File: src/rtl/fp_pkg.sv
`default_nettype none
// ============================================================================
// Module   : fp_pkg
// Brief    : Shared float32 field widths, constants, accumulator state encoding
//            and a leading-zero counter used by the add_sub datapath.
// Revision : 1.0 - initial release
// ============================================================================
package fp_pkg;

    localparam int FP_W   = 32;
    localparam int EXP_W  = 8;
    localparam int FRAC_W = 23;
    localparam int MANT_W = FRAC_W + 1;
    localparam int EXT_W  = MANT_W + 3;

    localparam logic [FP_W-1:0] FP_POS_ZERO = 32'h0000_0000;
    localparam logic [FP_W-1:0] FP_POS_INF  = 32'h7F80_0000;
    localparam logic [FP_W-1:0] FP_QNAN     = 32'h7FC0_0000;

    typedef enum logic [2:0] {
        IDLE  = 3'd0,
        FIRST = 3'd1,
        FETCH = 3'd2,
        ADD   = 3'd3,
        DONE  = 3'd4
    } acc_state_t;

    // Returns EXT_W when v is zero.
    function automatic logic [4:0] fp_lzc27(input logic [EXT_W-1:0] v);
        logic [4:0] n;
        logic       found;
        n     = 5'(EXT_W);
        found = 1'b0;
        for (int i = EXT_W - 1; i >= 0; i--) begin
            if (!found && v[i]) begin
                n     = 5'(EXT_W - 1 - i);
                found = 1'b1;
            end
        end
        return n;
    endfunction

endpackage
`default_nettype wire

File: src/rtl/add_sub.sv
`default_nettype none
// ============================================================================
// Module   : add_sub
// Brief    : Combinational float32 adder/subtractor, round-to-nearest-even,
//            subnormal inputs treated as zero, underflowing results flushed
//            to signed zero.
// Revision : 1.0 - initial release
// ============================================================================
module add_sub
    import fp_pkg::*;
(
    input  logic [FP_W-1:0] a,
    input  logic [FP_W-1:0] b,
    input  logic            add_or_sub,
    output logic [FP_W-1:0] result,
    output logic            overflow,
    output logic            underflow
);

    logic                    w_sa;
    logic                    w_sb;
    logic [EXP_W-1:0]        w_ea;
    logic [EXP_W-1:0]        w_eb;
    logic [FRAC_W-1:0]       w_fa;
    logic [FRAC_W-1:0]       w_fb;
    logic                    w_a_nan;
    logic                    w_b_nan;
    logic                    w_a_inf;
    logic                    w_b_inf;
    logic                    w_swap;
    logic                    w_sl;
    logic [EXP_W-1:0]        w_el;
    logic [EXP_W-1:0]        w_es;
    logic [MANT_W-1:0]       w_ml;
    logic [MANT_W-1:0]       w_ms;
    logic [EXP_W-1:0]        w_diff;
    logic [4:0]              w_sh;
    logic [2*EXT_W-1:0]      w_shifted;
    logic [EXT_W-1:0]        w_al;
    logic [EXT_W-1:0]        w_as;
    logic                    w_eff_sub;
    logic [EXT_W:0]          w_sum;
    logic [4:0]              w_lz;
    logic [EXT_W-1:0]        w_norm;
    logic signed [9:0]       w_exp_n;
    logic                    w_rup;
    logic [MANT_W:0]         w_rnd;
    logic signed [9:0]       w_exp_r;
    logic [FRAC_W-1:0]       w_frac_r;

    always_comb begin
        w_sa      = a[FP_W-1];
        w_sb      = b[FP_W-1] ^ add_or_sub;
        w_ea      = a[FP_W-2:FRAC_W];
        w_eb      = b[FP_W-2:FRAC_W];
        w_fa      = (w_ea == '0) ? '0 : a[FRAC_W-1:0];
        w_fb      = (w_eb == '0) ? '0 : b[FRAC_W-1:0];
        w_a_nan   = (w_ea == '1) && (a[FRAC_W-1:0] != '0);
        w_b_nan   = (w_eb == '1) && (b[FRAC_W-1:0] != '0);
        w_a_inf   = (w_ea == '1) && (a[FRAC_W-1:0] == '0);
        w_b_inf   = (w_eb == '1) && (b[FRAC_W-1:0] == '0);
        w_eff_sub = w_sa ^ w_sb;

        // Larger magnitude always goes on the left so the difference is non-negative.
        w_swap = {w_eb, w_fb} > {w_ea, w_fa};
        if (w_swap) begin
            w_sl = w_sb;
            w_el = w_eb;
            w_es = w_ea;
            w_ml = {(w_eb != '0), w_fb};
            w_ms = {(w_ea != '0), w_fa};
        end else begin
            w_sl = w_sa;
            w_el = w_ea;
            w_es = w_eb;
            w_ml = {(w_ea != '0), w_fa};
            w_ms = {(w_eb != '0), w_fb};
        end

        w_diff    = w_el - w_es;
        w_sh      = (w_diff > 8'd27) ? 5'd27 : w_diff[4:0];
        w_shifted = {w_ms, 3'b000, {EXT_W{1'b0}}} >> w_sh;
        w_as      = w_shifted[2*EXT_W-1:EXT_W];
        w_as[0]   = w_as[0] | (|w_shifted[EXT_W-1:0]);
        w_al      = {w_ml, 3'b000};

        w_sum = w_eff_sub ? ({1'b0, w_al} - {1'b0, w_as})
                          : ({1'b0, w_al} + {1'b0, w_as});

        w_lz = fp_lzc27(w_sum[EXT_W-1:0]);
        if (w_sum[EXT_W]) begin
            w_norm  = {w_sum[EXT_W:2], w_sum[1] | w_sum[0]};
            w_exp_n = $signed({2'b00, w_el}) + 10'sd1;
        end else begin
            w_norm  = w_sum[EXT_W-1:0] << w_lz;
            w_exp_n = $signed({2'b00, w_el}) - $signed({5'd0, w_lz});
        end

        w_rup = w_norm[2] & (w_norm[1] | w_norm[0] | w_norm[3]);
        w_rnd = {1'b0, w_norm[EXT_W-1:3]} + {{MANT_W{1'b0}}, w_rup};
        if (w_rnd[MANT_W]) begin
            w_exp_r  = w_exp_n + 10'sd1;
            w_frac_r = w_rnd[MANT_W-1:1];
        end else begin
            w_exp_r  = w_exp_n;
            w_frac_r = w_rnd[FRAC_W-1:0];
        end

        result    = FP_POS_ZERO;
        overflow  = 1'b0;
        underflow = 1'b0;
        if (w_a_nan || w_b_nan || (w_a_inf && w_b_inf && w_eff_sub)) begin
            result = FP_QNAN;
        end else if (w_a_inf) begin
            result = {w_sa, FP_POS_INF[FP_W-2:0]};
        end else if (w_b_inf) begin
            result = {w_sb, FP_POS_INF[FP_W-2:0]};
        end else if (w_sum == '0) begin
            result = {w_sa & w_sb, {(FP_W-1){1'b0}}};
        end else if (w_exp_r >= 10'sd255) begin
            result   = {w_sl, FP_POS_INF[FP_W-2:0]};
            overflow = 1'b1;
        end else if (w_exp_r <= 10'sd0) begin
            result    = {w_sl, {(FP_W-1){1'b0}}};
            underflow = 1'b1;
        end else begin
            result = {w_sl, w_exp_r[EXP_W-1:0], w_frac_r};
        end
    end

endmodule
`default_nettype wire

File: src/rtl/fp_accum_seq.sv
`default_nettype none
// ============================================================================
// Module   : fp_accum_seq
// Brief    : Sequential float32 accumulator driving one add_sub instance.
//            Optional FP_ACCUM_EARLY_STOP_EN: stop at the first overflowing step.
// Revision : 1.0 - initial release
// ============================================================================
module fp_accum_seq
    import fp_pkg::*;
#(
    parameter int CNT_W = 16
) (
    input  logic             clk,
    input  logic             rst,
    input  logic             start,
    input  logic [CNT_W-1:0] len,
    input  logic             sub_mode,
    input  logic             in_valid,
    input  logic [FP_W-1:0]  in_data,
    output logic             in_ready,
    output logic             out_valid,
    input  logic             out_ready,
    output logic [FP_W-1:0]  out_sum,
    output logic [CNT_W-1:0] out_count,
    output logic             overflag,
    output logic             underflag,
    output logic             busy
);

    localparam logic [CNT_W-1:0] c_one = CNT_W'(1);

    acc_state_t        r_state;
    logic [FP_W-1:0]   r_acc;
    logic [FP_W-1:0]   r_op;
    logic [CNT_W-1:0]  r_cnt;
    logic [CNT_W-1:0]  r_len;
    logic              r_sub;
    logic              r_over;
    logic              r_under;
    logic              r_in_ready;
    logic              r_out_valid;
    logic              r_busy;

    logic [FP_W-1:0]   w_result;
    logic              w_ovf;
    logic              w_unf;
    logic [CNT_W-1:0]  w_cnt_inc;
    logic              w_last;

    add_sub u_add_sub (
        .a          (r_acc),
        .b          (r_op),
        .add_or_sub (r_sub),
        .result     (w_result),
        .overflow   (w_ovf),
        .underflow  (w_unf)
    );

    assign w_cnt_inc = r_cnt + c_one;
`ifdef FP_ACCUM_EARLY_STOP_EN
    assign w_last = (w_cnt_inc == r_len) || w_ovf;
`else
    assign w_last = (w_cnt_inc == r_len);
`endif

    always_ff @(posedge clk) begin
        if (rst) begin
            r_state     <= IDLE;
            r_acc       <= FP_POS_ZERO;
            r_op        <= FP_POS_ZERO;
            r_cnt       <= '0;
            r_len       <= '0;
            r_sub       <= 1'b0;
            r_over      <= 1'b0;
            r_under     <= 1'b0;
            r_in_ready  <= 1'b0;
            r_out_valid <= 1'b0;
            r_busy      <= 1'b0;
        end else begin
            case (r_state)
                IDLE: begin
                    if (start) begin
                        r_len   <= len;
                        r_sub   <= sub_mode;
                        r_acc   <= FP_POS_ZERO;
                        r_cnt   <= '0;
                        r_over  <= 1'b0;
                        r_under <= 1'b0;
                        r_busy  <= 1'b1;
                        if (len == '0) begin
                            r_state     <= DONE;
                            r_out_valid <= 1'b1;
                        end else begin
                            r_state    <= FIRST;
                            r_in_ready <= 1'b1;
                        end
                    end
                end
                FIRST: begin
                    // First operand seeds the accumulator as-is, even in subtract mode.
                    if (in_valid && r_in_ready) begin
                        r_acc <= in_data;
                        r_cnt <= c_one;
                        if (r_len == c_one) begin
                            r_state     <= DONE;
                            r_in_ready  <= 1'b0;
                            r_out_valid <= 1'b1;
                        end else begin
                            r_state <= FETCH;
                        end
                    end
                end
                FETCH: begin
                    if (in_valid && r_in_ready) begin
                        r_op       <= in_data;
                        r_state    <= ADD;
                        r_in_ready <= 1'b0;
                    end
                end
                ADD: begin
                    r_acc   <= w_result;
                    r_over  <= r_over | w_ovf;
                    r_under <= r_under | w_unf;
                    r_cnt   <= w_cnt_inc;
                    if (w_last) begin
                        r_state     <= DONE;
                        r_out_valid <= 1'b1;
                    end else begin
                        r_state    <= FETCH;
                        r_in_ready <= 1'b1;
                    end
                end
                DONE: begin
                    if (out_ready) begin
                        r_state     <= IDLE;
                        r_out_valid <= 1'b0;
                        r_busy      <= 1'b0;
                    end
                end
                default: begin
                    r_state     <= IDLE;
                    r_in_ready  <= 1'b0;
                    r_out_valid <= 1'b0;
                    r_busy      <= 1'b0;
                end
            endcase
        end
    end

    assign in_ready  = r_in_ready;
    assign out_valid = r_out_valid;
    assign out_sum   = r_acc;
    assign out_count = r_cnt;
    assign overflag  = r_over;
    assign underflag = r_under;
    assign busy      = r_busy;

endmodule
`default_nettype wire

File: config.mk
export PLATFORM = sky130hd
export DESIGN_NAME = fp_accum_seq
export DESIGN_NICKNAME = d
export VERILOG_FILES = /design/src/rtl/fp_pkg.sv /design/src/rtl/add_sub.sv /design/src/rtl/fp_accum_seq.sv
export SDC_FILE = /design/constraint.sdc
export NUM_CORES = 1
export LEC_CHECK = 0
export CORE_MARGIN = 2
export CORE_UTILIZATION = 50
export DETAILED_ROUTE_END_ITERATION = 7
export PLACE_DENSITY = 0.69
export RECOVER_POWER = 25
export SYNTH_ARGS = -nofsm -noshare
export SYNTH_HDL_FRONTEND = slang
export SYNTH_SLANG_ARGS = --single-unit
File: constraint.sdc
create_clock -name clk -period 44.5 [get_ports clk]
set_input_delay 11.125 -clock clk [delete_from_list [all_inputs] [get_ports clk]]
set_output_delay 11.125 -clock clk [all_outputs]
set_load 0.1 [all_outputs]
[Word-level counts from Yosys, hierarchy flattened]
Cells that the tools add are included.
Storage, ports and cells
  flip-flop bits (word level): 105
  input bits: 54
  output and inout port bits: 53
  logic and storage cells: 258
Cells by class
  add/sub/neg operators: 8
  magnitude comparators: 4
  equality and inequality tests: 18
  shift-type cells: 2
  muxes and demuxes: 116
  bitwise logic cells: 13
  reductions and logical operators: 85
Operators with widths (count)
  $mux W32: 6
  $mux W5: 28
  $pmux W32 S3: 1
  $mux W23: 3
  $mux W31: 2
  $shr A54 B5 Y54: 1
  $mux W1: 52
  $mux W24: 2
  $pmux W16 S3: 1
  $logic_not A23 Y1: 2
  $reduce_bool A23 Y1: 2
  $logic_and A1 B1 Y1: 33
  $mux W16: 2
  $gt A31 B31 Y1: 1
  $add A27 B27 Y28: 1
  $logic_not A28 Y1: 1
  $mux W28: 1
  $sub A27 B27 Y28: 1
  $mux W27: 1
  $reduce_or A27 Y1: 1
  $shl A27 B5 Y27: 1
  $logic_not A1 Y1: 26
  $add A24 B1 Y25: 1
  $mux W3: 7
  other kinds (38): 69

[Longest topological paths before layout]
Gate-level depths: netlist (run 1).
  depth after elaboration: 107
  mapped depth: 77
  mapped depth without buffers: 65

[By module]
From an unflattened synthesis (run 1), not the netlist that was laid out.
Second synthesis, totals
  cells, all modules: 2650
  area, all modules: 17872.1 um^2
Modules (own cells, without submodules)
  add_sub: instances 1, cells an instance 2058, area an instance 13136.3 um^2, seq. area each 0.0 um^2
  fp_accum_seq: instances 1, cells an instance 592, area an instance 4735.8 um^2, seq. area each 2102.0 um^2

[Worst setup path after synthesis (run 1)]
No wires, ideal clock.
  kind: reg2reg
  from: register r_acc[24], in the netlist out_sum[24]
  to: register r_acc[20], in the netlist out_sum[20]
  library setup time: 95 ps
  arrival: 15027 ps
  data required time: 44405 ps
  path slack: 29377 ps
  stages on the path, launching flop included: 74
  buffers on the path: 14
  period minus slack after synthesis: 15123 ps
  path through: dfxtp_1 > nor4_1 > nand2_1 > clkbuf_1 > clkbuf_1 > buf_1 > nand2_1 > ha_1 > nand4_1 > nor4_2 > o31ai_1 > and4_4 > nor2_4 > buf_6 > clkbuf_1 > buf_1 > clkbuf_1 > clkbuf_1 > [38 not listed] > buf_2 > ha_1 > fa_1 > nor2b_1 > o21ai_0 > nand2b_1 > xnor2_1 > a21oi_1 > nor2b_1 > and2_1 > and3_1 > inv_1 > nor4_2 > xor2_1 > a41oi_2 > buf_2 > nand3_1 > a221oi_1
Between the ends
  longest elaborated chain between the ends: 106
  elaborated cells on any way between the ends: 152
  those cells by class: add/sub: 7; order compare: 4; eq/ne: 1; shift: 2; mux: 71; bitwise: 5; reduce/logical: 62
RTL lines
  from (decl): line fp_accum_seq.sv:33  | logic [FP_W-1:0] r_acc;
  from (signal assigned): line fp_accum_seq.sv:102  | r_acc <= in_data;
  from (signal assigned): line fp_accum_seq.sv:121  | r_acc <= w_result;
  $logic_not A8 Y1: line add_sub.sv:56  | w_fa = (w_ea == '0) ? '0 : a[FRAC_W-1:0];
  $mux W23: line add_sub.sv:56
  $gt A31 B31 Y1: line add_sub.sv:65  | w_swap = {w_eb, w_fb} > {w_ea, w_fa};
  $mux W8: line add_sub.sv:66  | if (w_swap) begin
  $sub A8 B8 Y8: line add_sub.sv:80  | w_diff = w_el - w_es;
  $gt A8 B5 Y1: line add_sub.sv:81  | w_sh = (w_diff > 8'd27) ? 5'd27 : w_diff[4:0];
  $mux W5: line add_sub.sv:81
  $shr A54 B5 Y54: line add_sub.sv:82  | w_shifted = {w_ms, 3'b000, {EXT_W{1'b0}}} >> w_sh;
  [90 not listed]
  $le A10 B1 Y1: line add_sub.sv:123  | end else if (w_exp_r <= 10'sd0) begin
  $mux W31: line add_sub.sv:123
  $mux W31: line add_sub.sv:120  | end else if (w_exp_r >= 10'sd255) begin
  $mux W32: line add_sub.sv:118  | end else if (w_sum == '0) begin
  $mux W32: line add_sub.sv:116  | end else if (w_b_inf) begin
  $mux W32: line add_sub.sv:114  | end else if (w_a_inf) begin
  $mux W32 *: line add_sub.sv:112  | if (w_a_nan || w_b_nan || (w_a_inf && w_b_inf && w_eff_sub)) begin
  $pmux W32 S3 *: line fp_accum_seq.sv:80  | case (r_state)
Every way passes the cells marked *; elsewhere a longest branch is shown, timed or not. The select of a mux whose other input is x is not followed.
A chain may end at the register's enable or synchronous reset.

[Worst setup path in the final report (run 1)]
  from: register r_acc[24], in the netlist out_sum[24]
  to: register r_acc[5], in the netlist out_sum[5]
The elaborated chain is that of the path after synthesis.

==> summary.md, run 1 <==
| Metric | Value |
|---|---|
| Outcome | `complete, but fails checks` |
| Failing checks | `max-capacitance violations, max-slew violations` |
| Syn Nets | `approximately 2700` |
| Hold_buf cts | `0` |
| Post-DP Area | `between 15000 and 20000 um2` |
| Area Overhead vs Synth | `8.14%` |
| Critical path startpoint category | `flop` |
| Max frequency | `between 0.05 and 0.06 GHz` |
| Commonest non-fill, non-tap cell in the layout | `nand2_1` |
| Clock Path Buffers | `2` |
| Hold depth | `2` |
| Netlist cell types | `about 120` |
| Clock-pin slew on the worst setup and hold paths | `around 0.070 ns` |
| CP Max Fanout | `50` |
| DP HPWL | `60.9 mm` |
| Post-synthesis sequential area ratio | `0.121` |
| Mapped Area | `between 15000 and 20000 um2` |
| Die height | `190 um` |
| Vias post-DR | `21500` |
| Slew HR | `-0.101` |
| Cells on worst reg2reg path | `62` |
| Asr flop ratio synth | `0` |
| Initial antenna violation count | `1` |
| Inst Count DP | `~3000` |
| Later-pin clock latency in the skew report | `~0.35 ns` |
| Rows | `68` |
| Root buffer cell | `clkbuf_16` |
| Final-layout fill cell count | `3456` |
| Worst setup EP type | `flop` |
| Critical path origin | `out_sum[24]` |
| Drt pass-1 iters | `6` |
| R2R Path End | `out_sum[5]` |
| Simple-Gate Fraction of Synth Area | `0.299` |
| Post-synthesis mux area share | `0.0408` |
| #FFs+latches synth | `around 110` |
| Initial Utilization | `0.505` |
| Hold slack | `0.461 ns` |
| Fraction of synthesized cell area in xor and xnor cells | `0.0429` |
| Avg Vias per Cell | `approximately 7.1` |
| Slew Limit Fails | `19` |
| Compound-cell area share of the yosys netlist | `0.360` |
| WL/cell | `around 26 um` |
| Final setup vio count | `0` |
| Critical Path AT | `around 19 ns` |
| Fin crit period | `roughly 19 ns` |
| RR Startpoint | `out_sum[24]` |
| Number of setup buffers added after CTS | `0` |
| Largest net degree at the start of global routing | `111` |
| Hold WC Path Type | `reg2reg` |
| CTS tree | `done` |
| Post-Syn Area per Cell | `~6.7 um2` |
| Post-route ant nets | `0` |
| Die span in x | `about 190 um` |
| RSZ-0062 raised after global routing | `false` |
| Ratio of cells with drive above 1 in the final layout | `0.0687` |
| Cell area after layout | `approximately 19000 um2` |
| Nets | `between 2000 and 3000` |
| Starting DRT DRC Count | `approximately 3100` |
| Post-synthesis adder-cell area fraction | `0.0685` |
| IO Pins | `between 100 and 150` |
| Worst Path Required | `about 45 ns` |
| Core region area | `about 34000 um2` |
| # port buffers | `about 110` |
| Slowest cell on crit path | `a211oi_1` |
| First-pass GRT wire length | `between 100 and 150 mm` |
| Final WL | `a little under 80 mm` |
| Max-cap violations | `1` |
| CTS sink count | `approximately 110` |
| Post-Layout Cell Count | `between 3000 and 4000` |
| Worst path max stage delay | `approximately 0.76 ns` |
| WP buf/inv | `5` |
| Clock skew | `slightly below 0.01 ns` |
| All-Layer GR Usage | `0.420` |
| Largest family of logic cells by synthesized area | `compound AO/OA/AOI/OAI gates` |
| Hold Fails Final Rpt | `0` |
| WS Path Type | `reg2reg` |
| Vias in the first global route | `about 20000` |
| DRC | `0` |
| Mapped Cells | `2594` |
| # resized after CTS | `0` |
| Yosys warns | `0` |
| WHS Endpoint | `overflag` |
| GRT Residual Overflow | `0` |
| R2r setup slk | `about 26 ns` |
| Final period util | `0.417` |
| H-tree level count | `3` |
| Inserted Clock Buffers | `9` |
| Post-synth EDFFs | `0` |
| Worst-Margin Slew | `roughly 1.6 ns` |
| Die area | `36200 um2` |
| Worst hold start | `overflag` |
| CP most frequent cell | `o21ai_0` |
| Most used flip-flop cell after synthesis | `dfxtp_1` |
| Final GP Congestion | `1.05` |
| Post-Route Setup TNS | `0 ns` |
| Commonest cells after routing, fill and taps aside | `378 x nand2_1, 238 x a21oi_1, 232 x nor2_1, 163 x o21ai_0, 109 x inv_1` |
| CP top delay family | `compound AO/OA/AOI/OAI gates` |
worst max path at each step:
stage | cells past startpoint | endpoint
6_report | 62 | out_sum[5]
5_1_grt | 59 | out_sum[11]
4_1_cts | 63 | out_sum[5]
3_5_place_dp | 63 | out_sum[5]
3_3_place_gp | 62 | out_sum[5]
2_1_floorplan | 73 | out_sum[20]
stage by stage:
stage / setup slack [ns] / utilization
after floorplan: 29.38 / -
after global placement: 26.96 / 0.537
after detailed placement: 26.89 / 0.537
after CTS: 26.79 / 0.546
after global routing: 25.06 / 0.546
final: 25.92 / 0.546
cells by family (layout without fill, tap and decap cells):
kind of cell / after synthesis / in the layout
mux: 62 / 62
xor+xnor: 85 / 85
compound gates: 904 / 904
simple gates: 1064 / 1064
flops: 105 / 105
buf+inv: 280 / 262
fa+ha+maj: 94 / 94
other cells: 0 / 1
tightest hold or removal path, delay by kind of cell, from the launching register on:
kind / cells / cell delay, ns
DFF: 1 / 0.32
and+or+nand+nor: 1 / 0.05
AOI/OAI and AO/OA: 1 / 0.05
layout make-up:
class                      instances  area [um2]  area share
multi-input combinational       2209       14100       0.751
sequential                       105        2100       0.112
timing repair buffer             133        1260      0.0672
tap                              455         569      0.0303
inverter                         113         425      0.0227
clock buffer                       9         225      0.0120
clock inverter                     7        78.8     0.00420
antenna                            1        2.50    0.000133
registers in the layout (all words and copies together), names as in the netlist:
name	flops
out_sum	32
r_op	32
out_count	16
r_len	16
r_state	3
busy	1
in_ready	1
out_valid	1
overflag	1
r_sub	1
underflag	1
synthesized netlist by cell type (32+ instances only):
cell	instances	share of area
clkbuf_1	107	0.023
a21oi_1	238	0.069
ha_1	91	0.066
mux2i_1	39	0.023
o21ai_0	163	0.047
nor2_1	232	0.050
and3_1	35	0.013
a211oi_1	40	0.017
inv_1	109	0.024
nand3_1	76	0.022
xnor2_1	57	0.029
o22ai_1	32	0.012
nand2_1	378	0.082
nor3_1	77	0.022
nor4_1	38	0.014
dfxtp_1	105	0.12
nand4_1	37	0.013
a22oi_1	44	0.019
per-layer routing:
| metal | vias up | GRT usage | part of all wire |
|---|---|---|---|
| met2 | 1468 | 0.643 | 0.43 |
| met5 | - | 0 | 0 |
| met1 | 10200 | 0.550 | 0.39 |
| li1 | 9611 | - | - |
| met3 | 269 | 0.0881 | 0.12 |
| met4 | 0 | 0.235 | 0.063 |
Power of run 1 is left out: the tool's default activity adds up to more than one toggle a clock period on the data nets, which glitch-free logic cannot reach.
==> run 2: changes to the inputs <==
--- a/config.mk
+++ b/config.mk
@@ -8,7 +8,7 @@
 export CORE_MARGIN = 2
 export CORE_UTILIZATION = 50
 export DETAILED_ROUTE_END_ITERATION = 7
-export PLACE_DENSITY = 0.69
+export PLACE_DENSITY = 0.72
 export RECOVER_POWER = 25
 export SYNTH_ARGS = -nofsm -noshare
 export SYNTH_HDL_FRONTEND = slang
==> constraint.sdc (replaced) <==
create_clock -name clk -period 16.1 [get_ports clk]
set_input_delay 4.025 -clock clk [delete_from_list [all_inputs] [get_ports clk]]
set_output_delay 4.025 -clock clk [all_outputs]
set_load 0.1 [all_outputs]
==> summary.md, run 2 (synthesis gave the netlist of run 1 again) <==
| Metric | Value |
|---|---|
| Outcome | `complete, but fails checks` |
| Failing checks | `max-capacitance violations, max-slew violations` |
| Die area | `~36000 um2` |
| Later-pin clock latency in the skew report | `~0.35 ns` |
| Slew Limit Fails | `19` |
| Final period util | `0.958` |
| # resized after CTS | `0` |
| Root buffer cell | `clkbuf_16` |
| Clock skew | `roughly 0.008 ns` |
| Hold Fails Final Rpt | `0` |
| Clock Path Buffers | `2` |
| Ratio of cells with drive above 1 in the final layout | `0.0789` |
| H-tree level count | `3` |
| Initial Utilization | `0.505` |
| Commonest cells after routing, fill and taps aside | `376 x nand2_1, 237 x a21oi_1, 232 x nor2_1, 161 x o21ai_0, 109 x inv_1` |
| RSZ-0062 raised after global routing | `false` |
| Multi-input gate area | `about 14000 um2` |
| All-Layer GR Usage | `0.426` |
| Worst path max stage delay | `around 0.76 ns` |
| Slowest cell on crit path | `o21a_1` |
| Worst-Margin Slew | `around 1.6 ns` |
| WS Path Type | `reg2reg` |
| Die height | `~190 um` |
| Drt pass-1 iters | `6` |
| CP most frequent cell | `a21oi_1` |
| Die span in x | `190 um` |
| Number of setup buffers added after CTS | `0` |
| Final WL | `about 80 mm` |
| First-pass GRT wire length | `~120 mm` |
| # port buffers | `106` |
| Worst setup EP type | `flop` |
| Post-Route Setup TNS | `0 ns` |
| Final setup vio count | `0` |
| Slew HR | `-0.0753` |
| Rows | `68` |
| Fin crit period | `between 15 and 20 ns` |
| Final-layout fill cell count | `between 3000 and 4000` |
| FF/Latch Area | `about 2100 um2` |
| DP HPWL | `around 62 mm` |
| Clock-pin slew on the worst setup and hold paths | `approximately 0.070 ns` |
| Critical Path AT | `about 16 ns` |
| CP Max Fanout | `20` |
| Initial antenna violation count | `1` |
| Nets | `roughly 2700` |
| CTS tree | `done` |
| Commonest non-fill, non-tap cell in the layout | `nand2_1` |
| Max frequency | `0.0648 GHz` |
| CTS sink count | `about 110` |
| Inserted Clock Buffers | `9` |
| Critical path startpoint category | `flop` |
| Max-cap violations | `1` |
| Worst Path Required | `~16 ns` |
| Vias in the first global route | `roughly 20000` |
| GRT Residual Overflow | `0` |
| Post-route ant nets | `0` |
| Starting DRT DRC Count | `3300` |
| Area Overhead vs Synth | `9.82%` |
| Final GP Congestion | `~1.1` |
| Core region area | `between 30000 and 40000 um2` |
| Avg Vias per Cell | `around 7` |
| Hold_buf cts | `0` |
| Largest net degree at the start of global routing | `84` |
| Vias post-DR | `21700` |
| DRC | `0` |
| IO Pins | `approximately 110` |
| Hold WC Path Type | `reg2reg` |
| WL/cell | `roughly 26 um` |
run 2: changes by cell type in the layout (fill, tap and decap cells not counted), sizes merged:
cell	change
clkinv	-3
clkbuf	+3
bufinv	+1
clkinvlp	-2
buf	+20
nand2	+2
run 2: through the flow:
step / utilization / hold WS (ns) / cell area, um2 / cells / setup slack [ns]
6_report: 0.554 / 0.473 / 19100 / 3053 / 0.674
5_1_grt: 0.554 / 0.492 / 19100 / 3053 / 0.00429
4_1_cts: 0.550 / 0.479 / 18900 / 3050 / 0.486
3_5_place_dp: 0.542 / 0.467 / 18600 / 3036 / 0.599
3_3_place_gp: 0.542 / 0.451 / 18600 / 3036 / 0.642
2_1_floorplan: - / 0.444 / 17300 / 2594 / 0.977
run 2: path summary, 6_finish.rpt:
kind	from	endpoint	slack, ns	cells after the start
hold / removal	underflag	underflag	0.47	2
setup / recovery	out_sum[24]	out_sum[2]	0.67	56
hold reg to reg	underflag	underflag	0.47	2
setup reg to reg	out_sum[24]	out_sum[2]	0.67	56
run 2: area by class of cell:
class | instances | area share
clock inverter | 3 | 0.00355
antenna | 1 | 0.000131
clock buffer | 11 | 0.0122
timing repair buffer | 154 | 0.0743
tap | 455 | 0.0299
inverter | 113 | 0.0224
multi-input combinational | 2211 | 0.747
sequential | 105 | 0.110
run 2: worst max-delay path, delay by kind of cell, from the launching register on:
| kind | cells | cell delay, ns |
|---|---|---|
| buffers and inverters | 4 | 0.85 |
| adders and majority gates | 3 | 0.78 |
| and+or+nand+nor | 18 | 3.83 |
| DFF | 1 | 0.42 |
| muxes | 2 | 0.36 |
| AOI/OAI and AO/OA | 28 | 8.82 |
| xor gates and xnor gates | 1 | 0.22 |
run 2: metal layers:
metal	global-route usage	vias to the layer above	wire length, um	share of wire
li1	-	9660	-	-
met1	0.567	10200	31400	0.39
met2	0.638	1547	33700	0.42
met3	0.0883	310	9340	0.12
met4	0.244	0	5460	0.068
met5	0	-	0	0
Power of run 2 is left out for the same reason.
